$ cat config.mk
export PLATFORM = sky130hd
export DESIGN_NAME = mem_port_arbiter
export DESIGN_NICKNAME = d
export VERILOG_FILES = /design/src/rtl/mem_arb_pkg.sv /design/src/rtl/mem_arb_pick.sv /design/src/rtl/mem_port_arbiter.sv
export SDC_FILE = /design/constraint.sdc
export NUM_CORES = 1
export LEC_CHECK = 0
export ABC_AREA = 1
export CELL_PAD_IN_SITES_DETAIL_PLACEMENT = 0
export CELL_PAD_IN_SITES_GLOBAL_PLACEMENT = 1
export CORE_MARGIN = 5
export CORE_UTILIZATION = 30
export DETAILED_ROUTE_END_ITERATION = 10
export GPL_TIMING_DRIVEN = 0
export PLACE_DENSITY_LB_ADDON = 0.1
export SLEW_MARGIN = 20
export SYNTH_ARGS = -nofsm -noshare
export SYNTH_HDL_FRONTEND = slang
export SYNTH_SLANG_ARGS = --single-unit
$ cat constraint.sdc
create_clock -name clk -period 16.9 [get_ports clk]
set_clock_uncertainty 0.15 [all_clocks]
set_input_delay 5.07 -clock clk [delete_from_list [all_inputs] [get_ports clk]]
set_output_delay 5.07 -clock clk [all_outputs]
set_load 0.005 [all_outputs]
$ cat src/rtl/mem_arb_pkg.sv
// mem_arb_pkg: shared FSM states, owner encoding and default watchdog limit for mem_port_arbiter
package mem_arb_pkg;
  typedef enum logic [1:0] {IDLE, REQ, WAIT, RESP} state_t;
  localparam logic OWNER_IFU = 1'b0;
  localparam logic OWNER_LSU = 1'b1;
  localparam int DEF_TIMEOUT = 255;
endpackage

$ cat src/rtl/mem_arb_pick.sv
// mem_arb_pick: combinational grant-owner selection between ifu and lsu
// ports: ifu_req, lsu_req, last_winner (owner of the previous grant) -> owner
// ARB_ROUND_ROBIN_EN: on a tie, pick the requester that lost the previous grant;
// otherwise fixed priority with lsu over ifu.
module mem_arb_pick
  import mem_arb_pkg::*;
(
  input  logic ifu_req,
  input  logic lsu_req,
  input  logic last_winner,
  output logic owner
);
`ifdef ARB_ROUND_ROBIN_EN
  assign owner = (ifu_req && lsu_req) ? ~last_winner : (lsu_req ? OWNER_LSU : OWNER_IFU);
`else
  logic unused;
  assign unused = ifu_req ^ last_winner;
  assign owner  = lsu_req ? OWNER_LSU : OWNER_IFU;
`endif
endmodule

$ cat src/rtl/mem_port_arbiter.sv
// mem_port_arbiter: shares one memory bus port between instruction fetch (ifu) and load/store (lsu)
// ports: ifu_req/addr -> ifu_gnt/done/rdata/err; lsu_req/wen/addr/wdata/wmask -> lsu_gnt/done/rdata/err;
//        bus_req/wen/addr/wdata/wmask with bus_ready; bus_resp_valid/bus_rdata; busy
// ARB_ROUND_ROBIN_EN: enables round-robin tie-break via a last-winner register.
module mem_port_arbiter
  import mem_arb_pkg::*;
#(
  parameter int ADDR_WIDTH = 32,
  parameter int DATA_WIDTH = 64,
  parameter int TIMEOUT    = DEF_TIMEOUT
) (
  input  logic                  clk,
  input  logic                  rst,
  input  logic                  ifu_req,
  input  logic [ADDR_WIDTH-1:0] ifu_addr,
  output logic                  ifu_gnt,
  output logic                  ifu_done,
  output logic [DATA_WIDTH-1:0] ifu_rdata,
  output logic                  ifu_err,
  input  logic                  lsu_req,
  input  logic                  lsu_wen,
  input  logic [ADDR_WIDTH-1:0] lsu_addr,
  input  logic [DATA_WIDTH-1:0] lsu_wdata,
  input  logic [7:0]            lsu_wmask,
  output logic                  lsu_gnt,
  output logic                  lsu_done,
  output logic [DATA_WIDTH-1:0] lsu_rdata,
  output logic                  lsu_err,
  output logic                  bus_req,
  input  logic                  bus_ready,
  output logic                  bus_wen,
  output logic [ADDR_WIDTH-1:0] bus_addr,
  output logic [DATA_WIDTH-1:0] bus_wdata,
  output logic [7:0]            bus_wmask,
  input  logic                  bus_resp_valid,
  input  logic [DATA_WIDTH-1:0] bus_rdata,
  output logic                  busy
);
  localparam int WW = $clog2(TIMEOUT + 1);
  localparam logic [WW-1:0] TMO = WW'(TIMEOUT);
  state_t                state;
  logic                  owner;
  logic                  pick;
  logic                  last;
  logic                  grant;
  logic [WW-1:0]         wd;
  logic [WW-1:0]         wd_inc;
  logic [DATA_WIDTH-1:0] rdata_q;
  logic                  err_q;
  assign grant  = (state == IDLE) && (ifu_req || lsu_req);
  assign wd_inc = wd + WW'(1);
  mem_arb_pick u_pick (
    .ifu_req     (ifu_req),
    .lsu_req     (lsu_req),
    .last_winner (last),
    .owner       (pick)
  );
`ifdef ARB_ROUND_ROBIN_EN
  always_ff @(posedge clk or posedge rst)
    if (rst) last <= OWNER_LSU;
    else if (grant) last <= pick;
`else
  assign last = OWNER_LSU;
`endif
  // grant is combinational so the requester sees it in the request cycle; masked while rst holds state in IDLE
  assign ifu_gnt   = !rst && grant && (pick == OWNER_IFU);
  assign lsu_gnt   = !rst && grant && (pick == OWNER_LSU);
  assign ifu_done  = (state == RESP) && (owner == OWNER_IFU);
  assign lsu_done  = (state == RESP) && (owner == OWNER_LSU);
  assign ifu_err   = err_q && (owner == OWNER_IFU);
  assign lsu_err   = err_q && (owner == OWNER_LSU);
  assign ifu_rdata = rdata_q;
  assign lsu_rdata = rdata_q;
  assign bus_req   = (state == REQ);
  assign busy      = (state != IDLE);
  always_ff @(posedge clk or posedge rst) begin
    if (rst) begin
      state     <= IDLE;
      owner     <= OWNER_IFU;
      bus_wen   <= 1'b0;
      bus_addr  <= '0;
      bus_wdata <= '0;
      bus_wmask <= '0;
      wd        <= '0;
      rdata_q   <= '0;
      err_q     <= 1'b0;
    end else begin
      case (state)
        IDLE: if (grant) begin
          owner     <= pick;
          bus_wen   <= pick ? lsu_wen : 1'b0;
          bus_addr  <= pick ? lsu_addr : ifu_addr;
          bus_wdata <= pick ? lsu_wdata : '0;
          bus_wmask <= pick ? lsu_wmask : '0;
          err_q     <= 1'b0;
          state     <= REQ;
        end
        REQ: if (bus_ready) begin
          wd <= '0;
          if (bus_resp_valid) begin
            rdata_q <= bus_wen ? '0 : bus_rdata;
            state   <= RESP;
          end else state <= WAIT;
        end
        // watchdog counts WAIT cycles; expiry is judged on the incremented value
        WAIT: if (bus_resp_valid) begin
          rdata_q <= bus_wen ? '0 : bus_rdata;
          state   <= RESP;
        end else if (wd_inc == TMO) begin
          rdata_q <= '0;
          err_q   <= 1'b1;
          state   <= RESP;
        end else wd <= wd_inc;
        default: state <= IDLE;
      endcase
    end
  end
endmodule

==> results of run 1 <==
## where the power goes
part | switching [W] | total (W) | internal [W]
combinational | 0.000586 | 0.00128 | 0.000689
sequential | 0.000125 | 0.000742 | 0.000617
clock | 0.000207 | 0.000408 | 0.000201
total | 0.000918 | 0.00242 | 0.00151
## placed cells by master, fill, tap and decap left out, drive strengths merged
master	count
clkinvlp	2
clkbuf	65
nand3	85
ha	6
clkdlybuf4s50	446
buf	91
a22oi	1
nor3	1
a31oi	32
o21ai	11
a21oi	5
inv	93
clkinv	5
nand4	69
diode	1
o21bai	2
dfrtp	181
or2	1
nor2	109
nand2	379
## registers in the layout, summed over array words and instances, names as in the netlist
register,cells
state,2
owner,1
ifu_rdata,64
bus_wmask,8
bus_wdata,64
bus_wen,1
wd,8
err_q,1
bus_addr,32
## synthesized netlist by cell type, drive strengths merged
master,instances
buf,90
nand4,69
a22oi,1
nand2,379
a31oi,32
nor2,109
inv,85
nor3,1
o21bai,2
clkbuf,48
dfrtp,181
or2,1
ha,6
o21ai,11
a21oi,5
nand3,85
## layer usage
metal  vias to the layer above  wire [um]  global-route usage (%)  share of wire (%)
met2                       315      16330                   33.99                 48
met1                      4007      13770                   23.97                 40
li1                       4389          -                       -                  -
met4                         0        737                   6.004                2.2
met3                        39       3207                   7.903                9.4
met5                         -          0                       0                  0
## cells by family after synthesis
kind of cell | after synthesis | synth area share, %
fa+ha+maj | 6 | 0.8525
simple gates | 644 | 30.92
flops | 181 | 51.44
buf+inv | 223 | 13.31
compound gates | 51 | 3.481
## final timing paths
path / from / end / slack (ns)
worst min register to register: bus_wdata[50] / bus_wdata[50] / 0.32
worst max register to register: state[0] / ifu_rdata[55] / 14.22
max in group asynchronous: rst / ifu_rdata[61] / 10.67
worst max-delay path: ifu_req / ifu_gnt / 4.45
worst min-delay path: bus_wdata[50] / bus_wdata[50] / 0.32
min in group asynchronous: rst / wd[7] / 5.02
## per-stage QoR
stage                     hold WS [ns]  total power (W)  worst slack [ns]  area [um2]  util, %
after floorplan                 0.3154         0.001298             5.637        8806        -
after global placement          0.3030         0.002035             3.586       13750    47.65
after detailed placement        0.3076         0.002042             4.360       13790    47.77
after CTS                       0.3269         0.002463             4.362       14390    49.86
after global routing            0.3468         0.002616             4.199       14390    49.87
final                           0.3212         0.002425             4.450       14390    49.87
## cell type report
type,instances,area [um2]
Antenna cell,1,2.502
Buffer,138,853.3
Clock buffer,17,425.4
Clock inverter,15,176.4
Fill cell,2860,14470
Inverter,85,326.6
Multi-Input combinational cell,701,3104
Sequential cell,181,4529
Tap cell,384,480.5
Timing Repair Buffer,447,4492
## worst reg2reg max path, stage by stage, from the launching register on
cell and delay (ns):
dfrtp_1 0.43, inv_1 0.09, ha_1 0.20, inv_1 0.12, o21ai_1 0.75, clkbuf_1 0.55, nor2_1 0.10, nand4_1 0.11
nand2_1 0.06
==> flow_summary.ini, run 1 <==
[run_status]
outcome = finished, final reports clean

[floorplanning]
fp.dieH_um = 181.3
dieArea_um2 = 32880
io_pins = 448
fp-row-count = 62
die_w_um = 181.3
coreArea_um2 = 28860
start_util_pct = 30.52

[sta]
slew-limit-headroom_pct = 36.44
tightest_slew_ns = 0.9471
fmax_mhz = 80.32
setup-violations-final = 0
period_share_pct = 73.67
rsz0062_at_grt = no
slew_viol_final = 0
fin_crit_ns = 12.45
finalSetupTns_ns = 0
final_hold_viol_count = 0

[setup_path]
cp_top_family = buffers and inverters
cp_common_cell = clkdlybuf4s50_1
crit_arrival_ns = 7.23
path_buf_inv = 5
cp.depth = 7
critical_path.cell_chain = clkdlybuf4s50_1 -> inv_1 -> a21oi_1 -> inv_2 -> clkbuf_1 -> nor3_1 -> clkdlybuf4s50_1
ff2ff_path_depth = 8
worst-path-max-fanout = 10
critical_path_class = in2out
crit_path_end_kind = output pin
crit_slowest_cell = clkdlybuf4s50_1
critPathMaxStageDelay_ns = 0.60
cp-start-kind = primary input
cp.required_ns = 11.68

[synthesis]
netlist_area_um2 = 8806
synth.area.top_cells = dfrtp_1, nand2_1, buf_4, nand4_1, nand3_1
yosysTopAreaCellShare_pct = 51.44
syn-instance-count = 1105
synth.largest_area_cell = dfrtp_1
synth_seq_cells = 181
yosys_warnings = 0
synthesis.nets = 1318
synth.avg_cell_area_um2 = 7.969
ys_types = 25
synth-seq-area-share_pct = 51.44

[grt]
grt_overflow_total = 0
grt_pass1_vias = 8968
grt_pass1_wl_um = 52500
grt_usage_pct = 20.21
antenna_found_initial = 1
grt_max_degree = 101

[min_path]
hold_class = reg2reg
hold_path_depth = 2

[layout]
drive_above_1_share_pct = 8.270
syn2layout_area_growth_pct = 63.41
instances_no_fill = 1969
final_nets = 1784

[detailed_routing]
first_pass_iters = 4
viasPerCell = 4.444
vias = 8750
drc = 0
ant_nets = 0
wl_per_cell_um = 17.29
wl_um = 34050
drtIter0Drc = 473

[cts]
tritoncts = built
cts_resized = 0
cts_setup_buffers = 0
cts_sinks = 181
htree_levels = 4
cts_buffers = 17
hold_buffers = 0
cts-root-buf = clkbuf_16
cts_buffer_depth = 2
clk_latency_ns = 0.43
path_clk_slew_ns = 0.07

[pwr]
power.density_nw_per_um2 = 168.5
ir_drop_mv = 0.06780
p_leak_nw = 6.865

[placed_design]
gp_congestion = 0.8200
place_hpwl_um = 26200
dp_cells = 1936
portBuffers = 446

[job]
max-cap-violations = 0
Note: power is estimated with default switching activity, not from simulation.
==> run 2: changes to the inputs <==
--- a/config.mk
+++ b/config.mk
@@ -9,7 +9,7 @@
 export CELL_PAD_IN_SITES_DETAIL_PLACEMENT = 0
 export CELL_PAD_IN_SITES_GLOBAL_PLACEMENT = 1
 export CORE_MARGIN = 5
-export CORE_UTILIZATION = 30
+export CORE_UTILIZATION = 28
 export DETAILED_ROUTE_END_ITERATION = 10
 export GPL_TIMING_DRIVEN = 0
 export PLACE_DENSITY_LB_ADDON = 0.1
==> constraint.sdc (replaced) <==
create_clock -name clk -period 12 [get_ports clk]
set_clock_uncertainty 0.15 [all_clocks]
set_input_delay 3.6 -clock clk [delete_from_list [all_inputs] [get_ports clk]]
set_output_delay 3.6 -clock clk [all_outputs]
set_load 0.005 [all_outputs]
==> run 2 against run 1 <==
Sequential cell count stayed put. Worst hold slack about the same. Power increased by 42%. Cell count up 0.96%. Combinational power increased by 40%. Global-route usage decreased by 0.94 points. First-iteration DRC count is 3.8% higher. Largest power group unchanged.
==> flow_summary.ini, run 2 (synthesis results as in run 1) <==
[cts]
cts_resized = 0
tritoncts = built
htree_levels = 4
cts_sinks = 181
path_clk_slew_ns = 0.06
clk_latency_ns = 0.42
hold_buffers = 0
cts-root-buf = clkbuf_16
cts_setup_buffers = 0
cts_buffers = 17
cts_buffer_depth = 2

[floorplanning]
io_pins = 448
start_util_pct = 28.12
dieArea_um2 = 35100
coreArea_um2 = 31310
fp-row-count = 65
fp.dieH_um = 187.3
die_w_um = 187.3

[layout]
layout_common_cells = clkdlybuf4s50_1, nand2_1, dfrtp_1, nor2_1, nand3_1
fin_util_pct = 46.15
drive_above_1_share_pct = 8.265
syn2layout_area_growth_pct = 64.08
instances_no_fill = 1988
final_nets = 1785
final_common_cell = clkdlybuf4s50_1
fin_area_um2 = 14450

[pwr]
ir_drop_mv = 0.09777
p_leak_nw = 6.886
power.density_nw_per_um2 = 237.7

[setup_path]
crit_path_end_kind = output pin
cp-start-kind = primary input
worst-path-max-fanout = 10
ff2ff_path_depth = 8
critical_path_class = in2out
reg2reg_slack_ns = 9.40
cp.required_ns = 8.25
crit_arrival_ns = 5.75

[grt]
grt_max_degree = 77
grt_pass1_wl_um = 53520
grt_pass1_vias = 8995
grt_usage_pct = 19.27
antenna_found_initial = 4
grt_overflow_total = 0

[sta]
fin_crit_ns = 9.504
tightest_slew_ns = 1.031
hold-worst-slack_ns = 0.3210
setup-violations-final = 0
fmax_mhz = 105.2
slew-limit-headroom_pct = 30.82
final_hold_viol_count = 0
finalSetupTns_ns = 0
slew_viol_final = 0
rsz0062_at_grt = no
period_share_pct = 79.20

[placed_design]
gp_congestion = 0.8009
place_hpwl_um = 26510
portBuffers = 446
place_area_um2 = 13840
dp_cells = 1955

[detailed_routing]
viasPerCell = 4.425
first_pass_iters = 5
ant_nets = 0
drtIter0Drc = 491
drc = 0
wl_per_cell_um = 17.24
vias = 8796
wl_um = 34270

[min_path]
hold_class = reg2reg
hold_path_depth = 2

[run_status]
outcome = finished, final reports clean

[job]
max-cap-violations = 0
==> run 2: critical path, stage by stage <==
cell	delay [ns]
clkdlybuf4s50_1	0.45
inv_1	0.05
a21oi_1	0.54
inv_2	0.06
clkbuf_1	0.27
nor3_1	0.20
clkdlybuf4s50_1	0.59
==> run 2: layout make-up <==
| cell class | instances | area [um2] |
|---|---|---|
| fill | 3168 | 16860 |
| inverter | 85 | 326.6 |
| clock buffer | 19 | 442.9 |
| clock inverter | 13 | 167.7 |
| tap | 402 | 503.0 |
| antenna | 1 | 2.502 |
| timing repair buffer | 448 | 4519 |
| buffer | 138 | 853.3 |
| sequential | 181 | 4529 |
| multi-input combinational | 701 | 3104 |
==> run 2: worst paths after layout <==
| check | from | to |
|---|---|---|
| max in group asynchronous | rst | bus_wdata[39] |
| worst max register to register | state[0] | ifu_rdata[62] |
| worst max-delay path | ifu_req | ifu_gnt |
| worst min register to register | bus_wdata[42] | bus_wdata[42] |
| worst min-delay path | bus_wdata[42] | bus_wdata[42] |
| min in group asynchronous | rst | bus_wmask[7] |
==> run 2: power breakdown <==
group	switching, W	total [W]	internal (W)
sequential	0.000180	0.00105	0.000869
clock	0.000260	0.000597	0.000337
combinational	0.000816	0.00179	0.000972
total	0.00126	0.00343	0.00218
==> run 2: through the flow <==
stage               setup slack (ns)  total power, W
finish                         2.496        0.003434
global route                   2.283        0.003710
CTS                            2.443        0.003498
detailed placement             2.453        0.002881
global placement             0.02983        0.002874
floorplan                      3.335        0.001828
==> run 2: layer usage <==
metal / wire length, um / track usage [%] / vias up
met5: 21 / 0 / -
met4: 336 / 4.067 / 4
met1: 13420 / 22.04 / 4067
met2: 16810 / 33.06 / 319
li1: - / - / 4382
met3: 3691 / 9.071 / 24
